<file path="src/rtl/imem_loader_if.sv">
// Stream-side and memory-write-side signals of the instruction-memory loader.
// The host/testbench holds the master modport; the loader holds the slave modport.
interface imem_loader_if;
    // Host byte stream and session control
    logic        start;
    logic        in_valid;
    logic [7:0]  in_data;
    logic        in_ready;

    // Instruction-memory write port
    logic        imem_we;
    logic [31:0] imem_addr;
    logic [31:0] imem_wdata;

    // Core control and session status
    logic        cpu_hold;
    logic        busy;
    logic        done;
    logic        error;
    logic [15:0] words_written;

    modport master (
        output start,
        output in_valid,
        output in_data,
        input  in_ready,
        input  imem_we,
        input  imem_addr,
        input  imem_wdata,
        input  cpu_hold,
        input  busy,
        input  done,
        input  error,
        input  words_written
    );

    modport slave (
        input  start,
        input  in_valid,
        input  in_data,
        output in_ready,
        output imem_we,
        output imem_addr,
        output imem_wdata,
        output cpu_hold,
        output busy,
        output done,
        output error,
        output words_written
    );
endinterface

</file>
<file path="src/rtl/imem_loader.sv">
// Instruction-memory loader: takes a framed byte stream (LEN_HI, LEN_LO, 4*N
// big-endian payload bytes, CHK), writes each assembled word into instruction
// memory and keeps the core held until a load finishes with a good checksum.
module imem_loader #(
    parameter int unsigned ADDR_WIDTH = 8,
    parameter logic [31:0] BASE_ADDR  = 32'h0000_0000
) (
    input  logic         clk,
    input  logic         reset,
    imem_loader_if.slave bus
);

    localparam int unsigned DEPTH = 32'd1 << ADDR_WIDTH;

    typedef enum logic [2:0] {
        IDLE,
        LEN_HI,
        LEN_LO,
        DATA,
        CHECK
    } state_t;

    state_t      state_q, state_d;
    logic [15:0] len_q, len_d;        // frame length in words
    logic [1:0]  idx_q, idx_d;        // byte position inside the current word
    logic [23:0] shift_q, shift_d;    // first three bytes of the word being assembled
    logic [7:0]  sum_q, sum_d;        // running payload checksum
    logic        we_q, we_d;
    logic [31:0] addr_q, addr_d;
    logic [31:0] wdata_q, wdata_d;
    logic        hold_q, hold_d;
    logic        done_q, done_d;
    logic        error_q, error_d;
    logic [15:0] words_q, words_d;

    logic        in_ready;
    logic        accept;
    logic [15:0] len_full;
    logic [7:0]  sum_next;
    logic [15:0] words_inc;

    // Ready depends on state alone, so it never loops back through in_valid.
    // The done cycle is already IDLE, which also keeps ready low there.
    assign in_ready  = (state_q != IDLE);
    assign accept    = bus.in_valid && in_ready;
    assign len_full  = {len_q[15:8], bus.in_data};
    assign sum_next  = sum_q + bus.in_data;
    assign words_inc = words_q + 16'd1;

    // Next-state and output decode for the framing FSM.
    always_comb begin
        // NOTE: every _d signal gets its hold/default value first, so no path leaves it unassigned and no latch is inferred.
        state_d = state_q;
        len_d   = len_q;
        idx_d   = idx_q;
        shift_d = shift_q;
        sum_d   = sum_q;
        we_d    = 1'b0;
        addr_d  = addr_q;
        wdata_d = wdata_q;
        hold_d  = hold_q;
        done_d  = 1'b0;
        error_d = error_q;
        words_d = words_q;

        unique case (state_q)
            IDLE: begin
                // A start landing on the done cycle is dropped along with any start while busy.
                if (bus.start && !done_q) begin
                    state_d = LEN_HI;
                    hold_d  = 1'b1;
                    error_d = 1'b0;
                    words_d = 16'd0;
                    sum_d   = 8'd0;
                    idx_d   = 2'd0;
                end
            end

            LEN_HI: begin
                if (accept) begin
                    len_d   = {bus.in_data, 8'h00};
                    state_d = LEN_LO;
                end
            end

            LEN_LO: begin
                if (accept) begin
                    len_d = len_full;
                    if (32'(len_full) > DEPTH) begin
                        // Frame cannot fit in memory: abort before any write.
                        error_d = 1'b1;
                        done_d  = 1'b1;
                        state_d = IDLE;
                    end else if (len_full == 16'd0) begin
                        state_d = CHECK;
                    end else begin
                        state_d = DATA;
                    end
                end
            end

            DATA: begin
                if (accept) begin
                    sum_d = sum_next;
                    if (idx_q == 2'd3) begin
                        // Fourth byte completes the word; the write pulse shows up next cycle
                        // while the next word's first byte can already be accepted.
                        we_d    = 1'b1;
                        wdata_d = {shift_q, bus.in_data};
                        addr_d  = BASE_ADDR + (32'(words_q) << 2);
                        words_d = words_inc;
                        idx_d   = 2'd0;
                        if (words_inc == len_q) begin
                            state_d = CHECK;
                        end
                    end else begin
                        shift_d = {shift_q[15:0], bus.in_data};
                        idx_d   = idx_q + 2'd1;
                    end
                end
            end

            CHECK: begin
                if (accept) begin
                    done_d  = 1'b1;
                    state_d = IDLE;
                    if (sum_next == 8'd0) begin
                        hold_d = 1'b0;
                    end else begin
                        error_d = 1'b1;
                    end
                end
            end

            default: begin
                state_d = IDLE;
            end
        endcase
    end

    // State and output registers with synchronous active-high reset.
    always_ff @(posedge clk) begin
        // NOTE: non-blocking assignments so every register samples the pre-edge values of the others.
        if (reset) begin
            state_q <= IDLE;
            len_q   <= 16'd0;
            idx_q   <= 2'd0;
            shift_q <= 24'd0;
            sum_q   <= 8'd0;
            we_q    <= 1'b0;
            addr_q  <= BASE_ADDR;
            wdata_q <= 32'd0;
            hold_q  <= 1'b1;
            done_q  <= 1'b0;
            error_q <= 1'b0;
            words_q <= 16'd0;
        end else begin
            state_q <= state_d;
            len_q   <= len_d;
            idx_q   <= idx_d;
            shift_q <= shift_d;
            sum_q   <= sum_d;
            we_q    <= we_d;
            addr_q  <= addr_d;
            wdata_q <= wdata_d;
            hold_q  <= hold_d;
            done_q  <= done_d;
            error_q <= error_d;
            words_q <= words_d;
        end
    end

    assign bus.in_ready      = in_ready;
    assign bus.imem_we       = we_q;
    assign bus.imem_addr     = addr_q;
    assign bus.imem_wdata    = wdata_q;
    assign bus.cpu_hold      = hold_q;
    assign bus.busy          = (state_q != IDLE);
    assign bus.done          = done_q;
    assign bus.error         = error_q;
    assign bus.words_written = words_q;

endmodule

</file>
<file path="src/flat_wrapper.sv">
// flat-port wrapper written by rule: the top's interface ports become plain ports
module imem_loader_flat 
#(
    parameter int unsigned ADDR_WIDTH = 8,
    parameter logic [31:0] BASE_ADDR  = 32'h0000_0000
)
  (clk, reset, bus_start, bus_in_valid, bus_in_data, bus_in_ready, bus_imem_we, bus_imem_addr, bus_imem_wdata, bus_cpu_hold, bus_busy, bus_done, bus_error, bus_words_written);
  imem_loader_if bus_i ();
  input  logic clk;
  input  logic reset;
  input wire logic [$bits(bus_i.start)-1:0] bus_start;
  input wire logic [$bits(bus_i.in_valid)-1:0] bus_in_valid;
  input wire logic [$bits(bus_i.in_data)-1:0] bus_in_data;
  output wire logic [$bits(bus_i.in_ready)-1:0] bus_in_ready;
  output wire logic [$bits(bus_i.imem_we)-1:0] bus_imem_we;
  output wire logic [$bits(bus_i.imem_addr)-1:0] bus_imem_addr;
  output wire logic [$bits(bus_i.imem_wdata)-1:0] bus_imem_wdata;
  output wire logic [$bits(bus_i.cpu_hold)-1:0] bus_cpu_hold;
  output wire logic [$bits(bus_i.busy)-1:0] bus_busy;
  output wire logic [$bits(bus_i.done)-1:0] bus_done;
  output wire logic [$bits(bus_i.error)-1:0] bus_error;
  output wire logic [$bits(bus_i.words_written)-1:0] bus_words_written;
  assign bus_i.start = bus_start;
  assign bus_i.in_valid = bus_in_valid;
  assign bus_i.in_data = bus_in_data;
  assign bus_in_ready = bus_i.in_ready;
  assign bus_imem_we = bus_i.imem_we;
  assign bus_imem_addr = bus_i.imem_addr;
  assign bus_imem_wdata = bus_i.imem_wdata;
  assign bus_cpu_hold = bus_i.cpu_hold;
  assign bus_busy = bus_i.busy;
  assign bus_done = bus_i.done;
  assign bus_error = bus_i.error;
  assign bus_words_written = bus_i.words_written;
  imem_loader #(.ADDR_WIDTH(ADDR_WIDTH), .BASE_ADDR(BASE_ADDR)) u_core (.clk(clk), .reset(reset), .bus(bus_i));
endmodule
</file>
<file path="config.mk">
export PLATFORM = sky130hd
export DESIGN_NAME = imem_loader_flat
export DESIGN_NICKNAME = d
export VERILOG_FILES = /design/src/rtl/imem_loader_if.sv /design/src/rtl/imem_loader.sv /design/src/flat_wrapper.sv
export SDC_FILE = /design/constraint.sdc
export NUM_CORES = 1
export LEC_CHECK = 0
export BUFFER_PORTS_ARGS = -buffer_cell sky130_fd_sc_hd__buf_4
export CORE_MARGIN = 8
export CORE_UTILIZATION = 40
export CTS_CLUSTER_DIAMETER = 100
export CTS_CLUSTER_SIZE = 12
export DETAILED_ROUTE_END_ITERATION = 8
export PLACE_DENSITY = 0.59
export SETUP_SLACK_MARGIN = 0.1
export SYNTH_ARGS = -nofsm -noshare
export SYNTH_HDL_FRONTEND = slang
export SYNTH_SLANG_ARGS = --single-unit
</file>
<file path="constraint.sdc">
create_clock -name clk -period 2.7 [get_ports clk]
set_input_delay 0.405 -clock clk [delete_from_list [all_inputs] [get_ports clk]]
set_output_delay 0.405 -clock clk [all_outputs]
set_load 0.02 [all_outputs]
</file>
==> reports/metrics.yaml <==
synth_top_family_by_area: "simple AND/OR/NAND/NOR gates"
preCtsSetupSlack_ps: 87.8
fin_crit_ps: 2450
clkSlewWorstSetupHoldPaths_ps: 50
netlist_top_cells_area: "dfxtp_1 (44%), nand2_1 (13%), a21oi_1 (9.8%), xnor2_1 (3.5%), clkbuf_1 (2.5%)"
critPathMaxFanout: 3
numCtsBuffers: 17
synth-async-reset-ratio_pct: 0
finalPower_mw: 5.20
ys_ff_latch: 121
r2r_start: "u_core.bus.words_written[0]$_SDFFE_PP0P_"
drt-vias-per-instance: 5.09
synthFlopType: "dfxtp_1"
synth-xor-area-share_pct: 5.28
drv_slew: 0
synth_edf_count: 0
p_leak_nw: 2.71
yosysTopAreaCell: "dfxtp_1"
hpwl_um: 10500
required_ps: 3000
slowest_delay_ps: 490
hold_start: "bus_in_data[0]"
hold_class: "in -> reg"
h-tree-depth: 4
routabilityCongestion: 0.872
synthSimpleGateAreaFrac_pct: 24.3
grt_pass1_vias: 4832
cts_tree: "built"
grt_usage_pct: 16.8
synth_compound_area_share_pct: 17.7
fin_nets: 797
syn-cell-area_um2: 5480
drv_cap: 0
synth_cells: 692
cts_sinks: 121
tightest_slew_ps: 594
ys_warn_count: 0
die-area_um2: 17700
syn_to_final_growth_pct: 26.0
die_height_um: 133
antenna_left: 0
fmax_mhz: 408
synth_top_area_share_pct: 44.2
io_pins: 98
grt_max_degree: 55
ys_types: 55
cp_common_cell: "and3_1"
holdPathStages: 3
portBuffers: 81
synthAdderAreaFrac_pct: 2.42
first_iter_violations: 322
die_w_um: 133
endpoint_kind: "flip-flop"
grt_pass1_wl_um: 24300
cp_cell_sequence: "ha_1, and3_1, and3_1, xnor2_1, or4_4, nor4_4, a41oi_2, o21a_1"
cts_max_path_buffers: 2
outcome: "completed"
core-area_um2: 13300
wire_per_inst_um: 15.3
cts_resized: 0
clock_skew_ps: 9.56
worstPathArrival_ps: 2750
wl_um: 14700
critPathSlowestCell: "or4_4"
num_antenna_cells: 0
whs_endpoint: "u_core.bus.imem_wdata[0]$_SDFFE_PP0P_"
drt_first_pass_iters: 4
final_hold_viol_count: 0
rsz0062_at_grt: "false"
reg2regPathDepth: 8
post-cts-setup-buffer-count: 0
std_cell_rows: 42
clkLatencyLatePin_ps: 410
period_share_pct: 90.8
drive_above_1_share_pct: 20.1
grt.overflow.total: 0
num_vias: 4908
syn_avg_cell_area_um2: 7.92
antenna_found_initial: 0
drc: 0
worstSetupPathType: "reg -> reg"
start_kind: "flip-flop"
postCtsHoldBufs: 0
yosysSeqAreaShare_pct: 44.2
muxShareOfSynthArea_pct: 0.183
start_util_pct: 41.2
slew-limit-headroom_pct: 60.0
tns_ps: 0
ff2ff_setup_slack_ps: 250
r2r_end: "u_core.state_q[0]$_SDFFE_PP0P_"
fin_ws_ps: 248
cts_root_buffer: "clkbuf_16"
p_per_area_nw_per_um2: 753
setup_viol: 0
ir_drop_mv: 0.441
## stage by stage
step,area (µm²),utilization [%],hold WS (ps),cells
finish,6900,51.9,285,964
global route,6900,51.9,276,964
CTS,6900,51.9,268,964
detailed placement,6280,47.3,443,932
global placement,6280,47.3,443,932
floorplan,5530,-,432,707
## worst max-delay path by stage
stage / start / depth (start not counted) / slack, ps / end
4_1_cts: u_core.state_q[1]$_SDFFE_PP0P_ / 5 / 100 / u_core.bus.words_written[4]$_SDFFE_PP0P_
2_1_floorplan: u_core.bus.words_written[0]$_SDFFE_PP0P_ / 8 / 110 / u_core.state_q[0]$_SDFFE_PP0P_
3_5_place_dp: bus_in_valid / 6 / 90 / u_core.bus.words_written[4]$_SDFFE_PP0P_
5_1_grt: u_core.bus.words_written[1]$_SDFFE_PP0P_ / 8 / 130 / u_core.state_q[0]$_SDFFE_PP0P_
3_3_place_gp: u_core.state_q[0]$_SDFFE_PP0P_ / 5 / 200 / u_core.bus.words_written[4]$_SDFFE_PP0P_
6_report: u_core.bus.words_written[0]$_SDFFE_PP0P_ / 8 / 250 / u_core.state_q[0]$_SDFFE_PP0P_
## worst max-delay path, delay by kind of cell, from the launching register on
family | cells | cell delay (ps)
AO/OA/AOI/OAI | 2 | 440
adder cells (fa/ha/maj) | 1 | 200
flip-flops | 1 | 310
XOR/XNOR | 1 | 130
AND/OR/NAND/NOR | 4 | 1250
## kinds of logic (layout without fill, tap and decap cells)
| logic type | after synthesis | count (layout) |
|---|---|---|
| xor gates and xnor gates | 33 | 33 |
| DFF | 121 | 121 |
| muxes | 1 | 1 |
| AOI/OAI and AO/OA | 170 | 170 |
| and+or+nand+nor | 290 | 290 |
| buffers and inverters | 66 | 147 |
| other | 1 | 16 |
| adders and majority gates | 10 | 10 |
## registers in the layout, summed over array words and instances (netlist names)
name	cells
u_core.bus.cpu_hold	1
u_core.bus.done	1
u_core.bus.error	1
u_core.bus.imem_addr	16
u_core.bus.imem_wdata	32
u_core.bus.imem_we	1
u_core.bus.words_written	16
u_core.idx_q	2
u_core.len_q	16
u_core.shift_q	24
u_core.state_q	3
u_core.sum_q	8
## cell type report
type / instances / area (µm²)
timing repair buffer: 109 / 818
clock buffer: 20 / 437
tap: 176 / 220
multi-input combinational: 520 / 2800
sequential: 121 / 2430
inverter: 6 / 22.5
clock inverter: 12 / 175
fill: 1293 / 6390
## Yosys cell counts, drive strengths merged (3+ instances only)
cell    number
nand3       17
nor2        32
nand3b       3
nor3         7
o21ai       23
a22oi       10
and3         6
a211oi       4
nor4         6
or3          4
ha           9
inv          5
a21o         5
nand2      186
a21oi      107
xor2        11
and2         3
clkbuf      38
o31ai        4
dfxtp      121
xnor2       22
buf         22
nand2b      10
nand4        6
## metal layers
layer	GRT usage, %	part of all wire (%)	vias to the layer above
met1	21.4	47	2280
li1	-	-	2487
met4	6.88	2.0	0
met5	0	0	-
met2	25.6	45	126
met3	5.34	6.1	15
## report_power, final
group | internal, mW | total, mW | switching, mW
combinational | 0.359 | 0.919 | 0.560
clock | 1.54 | 2.35 | 0.806
sequential | 1.86 | 1.93 | 0.0753
## cell usage in the layout, fill, tap and decap left out, types with 3 or more instances in the layout
cell,n
xnor2_1,22
or3_1,4
nand3_1,16
conb_1,16
nor4_1,5
clkinv_2,3
xor2_1,11
buf_4,109
a22oi_1,10
o31ai_1,4
a21oi_1,107
bufinv_16,4
ha_1,9
clkbuf_16,17
a21o_1,5
nand4_1,4
inv_1,5
nor3_1,5
nand2b_1,10
clkbuf_1,3
dfxtp_2,3
nand2_1,185
and3_1,6
dfxtp_1,118
nor2_1,31
o21ai_0,22
a211oi_1,4
clkinvlp_4,3
nand3b_1,3
Note: power is estimated with default switching activity, not from simulation.
